===== src/rtl/ber_sync_sequencer.sv =====
// BER measurement sequencer: sweeps PRBS delay taps for the best alignment,
// locks to it, then counts samples and errors over a measurement window.
module ber_sync_sequencer #(
  parameter int OS_FACTOR = 4,
  parameter int NB_ADDR   = 10,
  parameter int NB_COUNT  = 9,
  parameter int NB_ACC    = 64,
  parameter int MEAS_LEN  = 4096,
  parameter int ZERO_EXIT = 1
) (
  input  logic                clk,
  input  logic                i_rst,
  input  logic                i_start,
  input  logic                i_abort,
  input  logic                i_err,
  output logic                o_smp_strobe,
  output logic [NB_ADDR-1:0]  o_delay_sel,
  output logic                o_busy,
  output logic                o_locked,
  output logic                o_done,
  output logic [NB_ADDR-1:0]  o_best_delay,
  output logic [NB_COUNT-1:0] o_min_errs,
  output logic [NB_ACC-1:0]   o_samples,
  output logic [NB_ACC-1:0]   o_errors
);

  localparam int NB_PH = (OS_FACTOR > 2) ? $clog2(OS_FACTOR) : 1;
  localparam logic [NB_PH-1:0] PH_LAST = NB_PH'(OS_FACTOR - 1);
  localparam logic [NB_COUNT-1:0] WIN_LAST =
    NB_COUNT'((2 ** NB_COUNT) - 2);
  localparam logic [NB_ADDR-1:0] TAP_LAST = '1;
  localparam logic [NB_ACC-1:0] ACC_MAX = '1;
  localparam logic [NB_ACC-1:0] MEAS_CMP = NB_ACC'(MEAS_LEN);

  typedef enum logic [1:0] {
    S_IDLE,
    S_ALIGN,
    S_MEAS,
    S_DONE
  } state_t;

  state_t              r_state;
  logic [NB_PH-1:0]    r_phase;
  logic [NB_COUNT-1:0] r_win;
  logic [NB_COUNT-1:0] r_acc;
  logic [NB_COUNT-1:0] r_min;

  logic [NB_PH-1:0]    w_ph_nxt;
  logic [NB_COUNT-1:0] w_acc_nxt;
  logic                w_better;
  logic [NB_ADDR-1:0]  w_best_nxt;
  logic [NB_ACC-1:0]   w_smp_nxt;
  logic [NB_ACC-1:0]   w_errs_nxt;
  logic                w_meas_end;

  assign o_min_errs = r_min;

  assign w_ph_nxt   = (r_phase == PH_LAST) ? '0 : r_phase + 1'b1;
  assign w_acc_nxt  = r_acc + NB_COUNT'(i_err);
  assign w_better   = w_acc_nxt < r_min;
  assign w_best_nxt = w_better ? o_delay_sel : o_best_delay;
  assign w_smp_nxt  = (o_samples == ACC_MAX) ? o_samples
                                             : o_samples + 1'b1;
  assign w_errs_nxt = (!i_err || o_errors == ACC_MAX) ? o_errors
                                                      : o_errors + 1'b1;
  assign w_meas_end = (MEAS_LEN != 0) && (w_smp_nxt == MEAS_CMP);

  always_ff @(posedge clk) begin
    if (i_rst) begin
      r_state      <= S_IDLE;
      r_phase      <= '0;
      r_win        <= '0;
      r_acc        <= '0;
      r_min        <= '1;
      o_smp_strobe <= 1'b0;
      o_delay_sel  <= '0;
      o_busy       <= 1'b0;
      o_locked     <= 1'b0;
      o_done       <= 1'b0;
      o_best_delay <= '0;
      o_samples    <= '0;
      o_errors     <= '0;
    end else if (i_abort) begin
      // results stay visible after an abort
      r_state      <= S_IDLE;
      r_phase      <= '0;
      o_smp_strobe <= 1'b0;
      o_busy       <= 1'b0;
      o_locked     <= 1'b0;
      o_done       <= 1'b0;
    end else begin
      unique case (r_state)
        S_IDLE, S_DONE: begin
          if (i_start) begin
            r_state      <= S_ALIGN;
            r_phase      <= '0;
            r_win        <= '0;
            r_acc        <= '0;
            r_min        <= '1;
            o_smp_strobe <= 1'b0;
            o_delay_sel  <= '0;
            o_busy       <= 1'b1;
            o_locked     <= 1'b0;
            o_done       <= 1'b0;
            o_best_delay <= '0;
            o_samples    <= '0;
            o_errors     <= '0;
          end
        end
        S_ALIGN: begin
          r_phase      <= w_ph_nxt;
          o_smp_strobe <= (w_ph_nxt == PH_LAST);
          if (o_smp_strobe) begin
            r_acc <= w_acc_nxt;
            r_win <= r_win + 1'b1;
            if (r_win == WIN_LAST) begin
              if (w_better) begin
                r_min        <= w_acc_nxt;
                o_best_delay <= o_delay_sel;
              end
              if (ZERO_EXIT != 0 && w_acc_nxt == '0) begin
                r_state      <= S_MEAS;
                r_phase      <= '0;
                o_smp_strobe <= 1'b0;
                o_locked     <= 1'b1;
              end else if (o_delay_sel == TAP_LAST) begin
                r_state      <= S_MEAS;
                r_phase      <= '0;
                o_smp_strobe <= 1'b0;
                o_locked     <= 1'b1;
                o_delay_sel  <= w_best_nxt;
              end else begin
                o_delay_sel <= o_delay_sel + 1'b1;
                r_acc       <= '0;
                r_win       <= '0;
              end
            end
          end
        end
        S_MEAS: begin
          r_phase      <= w_ph_nxt;
          o_smp_strobe <= (w_ph_nxt == PH_LAST);
          if (o_smp_strobe) begin
            o_samples <= w_smp_nxt;
            o_errors  <= w_errs_nxt;
            if (w_meas_end) begin
              r_state      <= S_DONE;
              r_phase      <= '0;
              o_smp_strobe <= 1'b0;
              o_busy       <= 1'b0;
              o_done       <= 1'b1;
            end
          end
        end
        default: r_state <= S_IDLE;
      endcase
    end
  end

endmodule


===== config.mk =====
export PLATFORM = sky130hd
export DESIGN_NAME = ber_sync_sequencer
export DESIGN_NICKNAME = d
export VERILOG_FILES = /design/src/rtl/ber_sync_sequencer.sv
export SDC_FILE = /design/constraint.sdc
export NUM_CORES = 1
export LEC_CHECK = 0
export ABC_CLOCK_PERIOD_IN_PS = 3850
export BUFFER_PORTS_ARGS = -buffer_cell sky130_fd_sc_hd__buf_2
export CAP_MARGIN = 20
export CORE_ASPECT_RATIO = 0.7
export CORE_MARGIN = 2
export CORE_UTILIZATION = 45
export CTS_CLUSTER_SIZE = 20
export DETAILED_ROUTE_END_ITERATION = 16
export PLACE_DENSITY = 0.69
export SLEW_MARGIN = 15
export SYNTH_ARGS = -nofsm -noshare
export SYNTH_HDL_FRONTEND = slang
export SYNTH_SLANG_ARGS = --single-unit

===== constraint.sdc =====
create_clock -name clk -period 3.85 [get_ports clk]
set_input_delay 0.1925 -clock clk [delete_from_list [all_inputs] [get_ports clk]]
set_output_delay 0.1925 -clock clk [all_outputs]
set_load 0.02 [all_outputs]

==> results of run 1 <==
[state kept, by name, indices dropped and copies added, names as in the netlist]
signal and cells:
o_locked 1, o_samples 64, r_acc 9, r_phase 2, r_win 9, o_done 1
o_best_delay 10, r_state 2, o_min_errs 9, o_busy 1, o_smp_strobe 1, o_delay_sel 10
o_errors 64
[worst paths after layout]
path              cells past startpoint           from  slack (ns)            to
hold / removal                        3        i_abort        0.09      o_locked
setup reg to reg                     10  o_samples[12]        0.14    r_phase[0]
setup / recovery                     10  o_samples[12]        0.14    r_phase[0]
hold reg to reg                       2   o_errors[61]        0.50  o_errors[61]
[layer usage]
metal  wire length, um  global-route usage (%)  vias to the layer above
li1                  -                       -                     5643
met1             17000                    41.3                     5551
met2             15200                    38.3                      557
met3              4030                    8.34                       78
met4               957                    8.59                        2
met5                12                       0                        -
[through the flow]
| stage | total power [W] | std cells | setup WS, ns | hold WS (ns) |
|---|---|---|---|---|
| final | 0.00400 | 1955 | 0.137 | 0.0882 |
| after global routing | 0.00414 | 1955 | 0.00964 | 0.0905 |
| after CTS | 0.00403 | 1954 | 0.0914 | 0.0716 |
| after detailed placement | 0.00224 | 1922 | 0.122 | 0.494 |
| after global placement | 0.00224 | 1922 | 0.261 | 0.475 |
| after floorplan | 0.00215 | 1449 | 0.105 | 0.395 |
[what timing repair did]
action                                 CTS  global route
resized for setup                        0             7
setup endpoints to repair                0             7
setup buffers                            0             1
endpoints found under the hold margin    0             0
[logic make-up after synthesis]
| group | count (synthesis) |
|---|---|
| AO/OA/AOI/OAI | 338 |
| XOR/XNOR | 83 |
| adder cells (fa/ha/maj) | 20 |
| buffers and inverters | 137 |
| flip-flops | 183 |
| multiplexers | 16 |
| AND/OR/NAND/NOR | 672 |
[cells in the final DEF (no fill, tap or decap), types with 6 or more instances in the layout]
cell type  Yosys  final
buf_2         17    164
xor2_1        32     32
nor2_1       187    187
nand2_1      135    135
a311oi_1      29     29
or3_1         31     31
ha_1          20     20
nor4_1        21     19
a31oi_1       17     17
buf_4          5     79
xnor2_1       51     51
nand2b_1      10     10
nand4_1       63     63
and3_1        26     25
o31ai_1        8      8
a21oi_1       82     82
o21ai_0       82     82
and4_1        17     17
o211ai_1       7      7
dfxtp_1      183    180
or2_2         11     11
a21o_1        14     13
clkbuf_16      0     17
nand3b_1       8      8
and2_1        10     10
nor3_1        52     52
inv_1         43     43
nand3_1       58     56
a22oi_1       14     14
a211oi_1      13     13
nor3b_1        6      6
mux2i_1       12     12
inv_6          0      8
o21bai_1       7      7
a22o_1         9      9
[power breakdown]
group	switching [W]	internal (W)	total, W	leakage [nW]
Clock	0.000880	0.000920	0.00180	0.285
Combinational	0.000208	0.0000790	0.000287	3.21
Sequential	0.00000975	0.00190	0.00191	1.48
[final cells by class]
cell class / instances / area [sq um]
clock buffer: 17 / 425
clock inverter: 15 / 158
fill: 2378 / 11300
inverter: 43 / 161
multi-input combinational: 1129 / 6890
sequential: 183 / 3670
tap: 325 / 407
timing repair buffer: 243 / 1410
[critical path: stages, from the launching register on]
cell	delay [ns]
dfxtp_1	0.51
nand4_1	0.34
nor3_1	0.53
nand4_2	0.30
a2111oi_1	0.63
mux2i_1	0.26
o211ai_1	0.20
a2111oi_4	0.28
a41oi_2	0.22
nor2_1	0.23
o32ai_1	0.10
==> flow_metrics.env, run 1 <==
export IMPL_routedWlPerCell_um=19.0
export IMPL_clk_pin_slew_ns=0.07
export IMPL_final_util_pct=53.7
export IMPL_powerDensity_nw_per_um2=305
export IMPL_cp_data_required_time_ns=4.18
export IMPL_cts_sinks=183
export IMPL_start_util_pct=45.3
export IMPL_max_cap_violations=0
export IMPL_rsz0062_at_grt="no"
export IMPL_grt_pass1_wl_um=56800
export IMPL_finalHoldViolations=0
export IMPL_ys_seq_area_share_pct=33.1
export IMPL_synth_xor_area_share_pct=6.56
export IMPL_setup_viol=0
export IMPL_place_area_sq_um=12500
export IMPL_vias=11800
export IMPL_synth_cell_type_count=83
export IMPL_yosysMostFrequentCell="nor2_1"
export IMPL_grt_usage_pct=27.9
export IMPL_wl_um=37200
export IMPL_ctsHoldBuffers=0
export IMPL_critPathCaptureType="register"
export IMPL_syn_nets=1474
export IMPL_ys_warnings_count=0
export IMPL_drcViolationCount=0
export IMPL_hpwl_um=27000
export IMPL_clock_latency_ns=0.46
export IMPL_worstPathArrival_ns=4.04
export IMPL_yosys_area_share_adder_pct=2.26
export IMPL_maxSlewViolCount=0
export IMPL_min_period_over_period_pct=96.4
export IMPL_antenna_found_initial=1
export IMPL_grt_overflow=0
export IMPL_cts_made_buffers=17
export IMPL_port_buffers=165
export IMPL_via_per_inst=6.05
export IMPL_gp_congestion=1.01
export IMPL_grt_max_degree=67
export IMPL_tightest_slew_ns=1.08
export IMPL_drt_iter0_markers=1181
export IMPL_max_slew_margin_pct=28.3
export IMPL_syn_cell_area_sq_um=11100
export IMPL_avgSynthCellArea_sq_um=7.65
export IMPL_nNetsFinal=1642
export IMPL_clock_skew_ns=0.0174
export IMPL_status="finished clean"
export IMPL_yosys_area_top_type="dfxtp_1"
export IMPL_synthTopCellsByArea="dfxtp_1 33%, nor2_1 6.3%, nand2_1 4.6%, xnor2_1 4.0%, a21oi_1 3.7%"
export IMPL_synth_top_area_share_pct=33.1
export IMPL_grt_pass1_vias=10200
export IMPL_fmax_mhz=269
export IMPL_cts_root_buf="clkbuf_16"
export IMPL_diodes=0
export IMPL_die_y_um=135
export IMPL_synth_flop_cell="dfxtp_1"
export IMPL_yosys_area_share_simple_pct=31.1
export IMPL_syn_inst=1449
export IMPL_crit_fanout=9
export IMPL_cts_tree="done"
export IMPL_io_pins=166
export IMPL_start_kind="register"
export IMPL_critPathKind="reg -> reg"
export IMPL_synth_edff_count=0
export IMPL_die_area_sq_um=25900
export IMPL_synth_compound_area_share_pct=20.5
export IMPL_die_w_um=192
export IMPL_synth_seq_cells=183
export IMPL_design_area_sq_um=13100
export IMPL_synthMuxAreaShare_pct=1.49
export IMPL_drive_above_1_share_pct=19.9
export IMPL_setup_total_negative_slack_ns=0
export IMPL_synthTopCellsByCount="187 x nor2_1, 183 x dfxtp_1, 135 x nand2_1"
export IMPL_postSynth_asyncResetShare_pct=0
export IMPL_core_sq_um=24400
export IMPL_hold_class="in -> reg"
export IMPL_ir_drop_v=0.000311
export IMPL_num_rows=48
export IMPL_period_minus_slack_ns=3.71
export IMPL_clockBufferDepth=2
export IMPL_cts_htree_levels=4
export IMPL_p_leak_nw=4.97
export IMPL_dr_pass1_iters=7
export IMPL_area_growth_pct=18.4
export IMPL_synth_top_family_by_area="simple AND/OR/NAND/NOR gates"
export IMPL_detail_route_antenna_nets=0
Note: power is estimated with default switching activity, not from simulation.
==> inputs of run 2 (changes only) <==
==> constraint.sdc (replaced) <==
create_clock -name clk -period 3.85 [get_ports clk]
set_input_delay 0.385 -clock clk [delete_from_list [all_inputs] [get_ports clk]]
set_output_delay 0.385 -clock clk [all_outputs]
set_load 0.02 [all_outputs]
==> run 2 against run 1 <==
Net effect: final cell count is 0.10% higher; die area unchanged; maximum frequency fell by 0.70%; clock skew decreased by 0.0062 ns; sequential share of layout area shrank 0.071 points.
==> flow_metrics.env, run 2 (synthesis gave the netlist of run 1 again) <==
export IMPL_status="finished clean"
export IMPL_crit_fanout=8
export IMPL_nNetsFinal=1645
export IMPL_clock_latency_ns=0.44
export IMPL_p_leak_nw=5.00
export IMPL_max_slew_margin_pct=29.7
export IMPL_die_y_um=135
export IMPL_setup_total_negative_slack_ns=0
export IMPL_vias=11900
export IMPL_drive_above_1_share_pct=19.7
export IMPL_worstReg2RegStart="o_samples[4]"
export IMPL_p_switching_w=0.000988
export IMPL_powerDensity_nw_per_um2=306
export IMPL_mostFrequentLayoutCell="nor2_1"
export IMPL_port_buffers=165
export IMPL_detail_route_antenna_nets=0
export IMPL_start_util_pct=45.3
export IMPL_grt_pass1_wl_um=57900
export IMPL_critPathKind="reg -> reg"
export IMPL_dp_cells=1924
export IMPL_cts_htree_levels=4
export IMPL_maxSlewViolCount=0
export IMPL_instances_no_fill=1957
export IMPL_area_growth_pct=18.7
export IMPL_design_area_sq_um=13200
export IMPL_diodes=0
export IMPL_p_clk_share_pct=45.4
export IMPL_cts_root_buf="clkbuf_16"
export IMPL_worstPathArrival_ns=4.06
export IMPL_hpwl_um=27000
export IMPL_switching_share_pct=24.5
export IMPL_num_rows=48
export IMPL_r2r_setup_slack_ns=0.11
export IMPL_cp_data_required_time_ns=4.18
export IMPL_grt_max_degree=59
export IMPL_rsz0062_at_grt="no"
export IMPL_place_area_sq_um=12500
export IMPL_grt_overflow=0
export IMPL_cts_made_buffers=17
export IMPL_internal_power_w=0.00304
export IMPL_cts_tree="done"
export IMPL_critPathCaptureType="register"
export IMPL_clock_skew_ns=0.0111
export IMPL_grt_pass1_vias=10600
export IMPL_r2r_end="r_phase[0]"
export IMPL_ir_drop_v=0.000301
export IMPL_top_regs="o_errors x64, o_samples x64"
export IMPL_min_period_over_period_pct=97.1
export IMPL_grt_usage_pct=28.1
export IMPL_max_cap_violations=0
export IMPL_combinationalPowerShare_pct=7.2
export IMPL_fill_cells=2326
export IMPL_routedWlPerCell_um=19.0
export IMPL_setup_viol=0
export IMPL_ff2ff_path_depth=11
export IMPL_fmax_mhz=267
export IMPL_clockBufferDepth=2
export IMPL_antenna_found_initial=0
export IMPL_final_util_pct=53.8
export IMPL_start_kind="register"
export IMPL_total_power_w=0.00403
export IMPL_drcViolationCount=0
export IMPL_core_sq_um=24400
export IMPL_via_per_inst=6.09
export IMPL_die_area_sq_um=25900
export IMPL_worstHoldStart="i_abort"
export IMPL_cts_sinks=183
export IMPL_period_minus_slack_ns=3.74
export IMPL_tightest_slew_ns=1.05
export IMPL_seq_power_share_pct=47.5
export IMPL_io_pins=166
export IMPL_gp_congestion=1.03
export IMPL_hold_class="in -> reg"
export IMPL_clk_pin_slew_ns=0.07
export IMPL_hold_path_end="o_locked"
export IMPL_drt_iter0_markers=1344
export IMPL_wl_um=37200
export IMPL_ctsHoldBuffers=0
export IMPL_die_w_um=192
export IMPL_dr_pass1_iters=5
export IMPL_mostFrequentLayoutCells="187 x nor2_1, 181 x dfxtp_1, 164 x buf_2, 135 x nand2_1"
export IMPL_finalHoldViolations=0
export IMPL_hold_path_depth=3
-- run 2: cell count changes in the layout (fill, tap and decap cells not counted), sizes merged --
cell | before | now
buf | 243 | 246
bufinv | 1 | 2
clkbuf | 17 | 25
clkinv | 4 | 2
inv | 52 | 44
-- run 2: through the flow --
step / setup WS (ns) / hold slack [ns]
floorplan: 0.105 / 0.466
CTS: 0.172 / 0.271
global route: 0.0368 / 0.294
global placement: 0.294 / 0.477
finish: 0.111 / 0.293
detailed placement: 0.167 / 0.490
-- run 2: layout make-up --
| cell class | instances | area (sq um) | area share (%) |
|---|---|---|---|
| Clock buffer | 25 | 515 | 3.92 |
| Multi-Input combinational cell | 1129 | 6880 | 52.3 |
| Sequential cell | 183 | 3670 | 27.9 |
| Inverter | 43 | 161 | 1.23 |
| Timing Repair Buffer | 246 | 1440 | 10.9 |
| Tap cell | 325 | 407 | 3.09 |
| Clock inverter | 6 | 86.3 | 0.656 |
-- run 2: per-layer routing --
layer / vias up / share of wire (%) / GRT usage (%) / routed length, um
met5: - / 0 / 0 / 0
met4: 0 / 2.2 / 7.99 / 818
met3: 68 / 11 / 7.33 / 3920
met2: 564 / 42 / 39.1 / 15500
met1: 5653 / 46 / 42.1 / 17000
li1: 5641 / - / - / -
-- run 2: power by group through the flow --
stage	sequential, W	combinational, W	clock, W
2_1_floorplan	0.00196	0.000188	0
3_3_place_gp	0.00195	0.000280	0
3_5_place_dp	0.00195	0.000284	0
4_1_cts	0.00191	0.000285	0.00186
5_1_grt	0.00191	0.000316	0.00194
6_report	0.00191	0.000288	0.00183
-- run 2: what timing repair did --
item	CTS	global route
resized for setup	0	4
setup buffers	0	2
hold endpoints to repair	0	0
endpoints found under the setup margin	0	7
-- run 2: how the worst max path moves through the flow --
| stage | from | endpoint | slack [ns] | cells past startpoint |
|---|---|---|---|---|
| 3_5_place_dp | o_samples[3] | o_smp_strobe | 0.17 | 11 |
| 4_1_cts | o_samples[3] | r_phase[0] | 0.17 | 11 |
| 3_3_place_gp | o_samples[3] | r_phase[0] | 0.29 | 13 |
| 6_report | o_samples[4] | r_phase[0] | 0.11 | 11 |
| 5_1_grt | o_samples[10] | r_phase[0] | 0.04 | 11 |
| 2_1_floorplan | o_samples[1] | o_busy | 0.11 | 12 |
-- run 2: worst max-delay path, cell delays in order (launching register included) --
cell	delay [ns]
dfxtp_1	0.52
nand3_1	0.30
nor4_1	0.55
nand4_1	0.33
a2111oi_1	0.46
buf_4	0.19
mux2i_1	0.24
o211ai_1	0.20
a2111oi_4	0.27
a41oi_2	0.22
nor2_1	0.23
o32ai_1	0.11
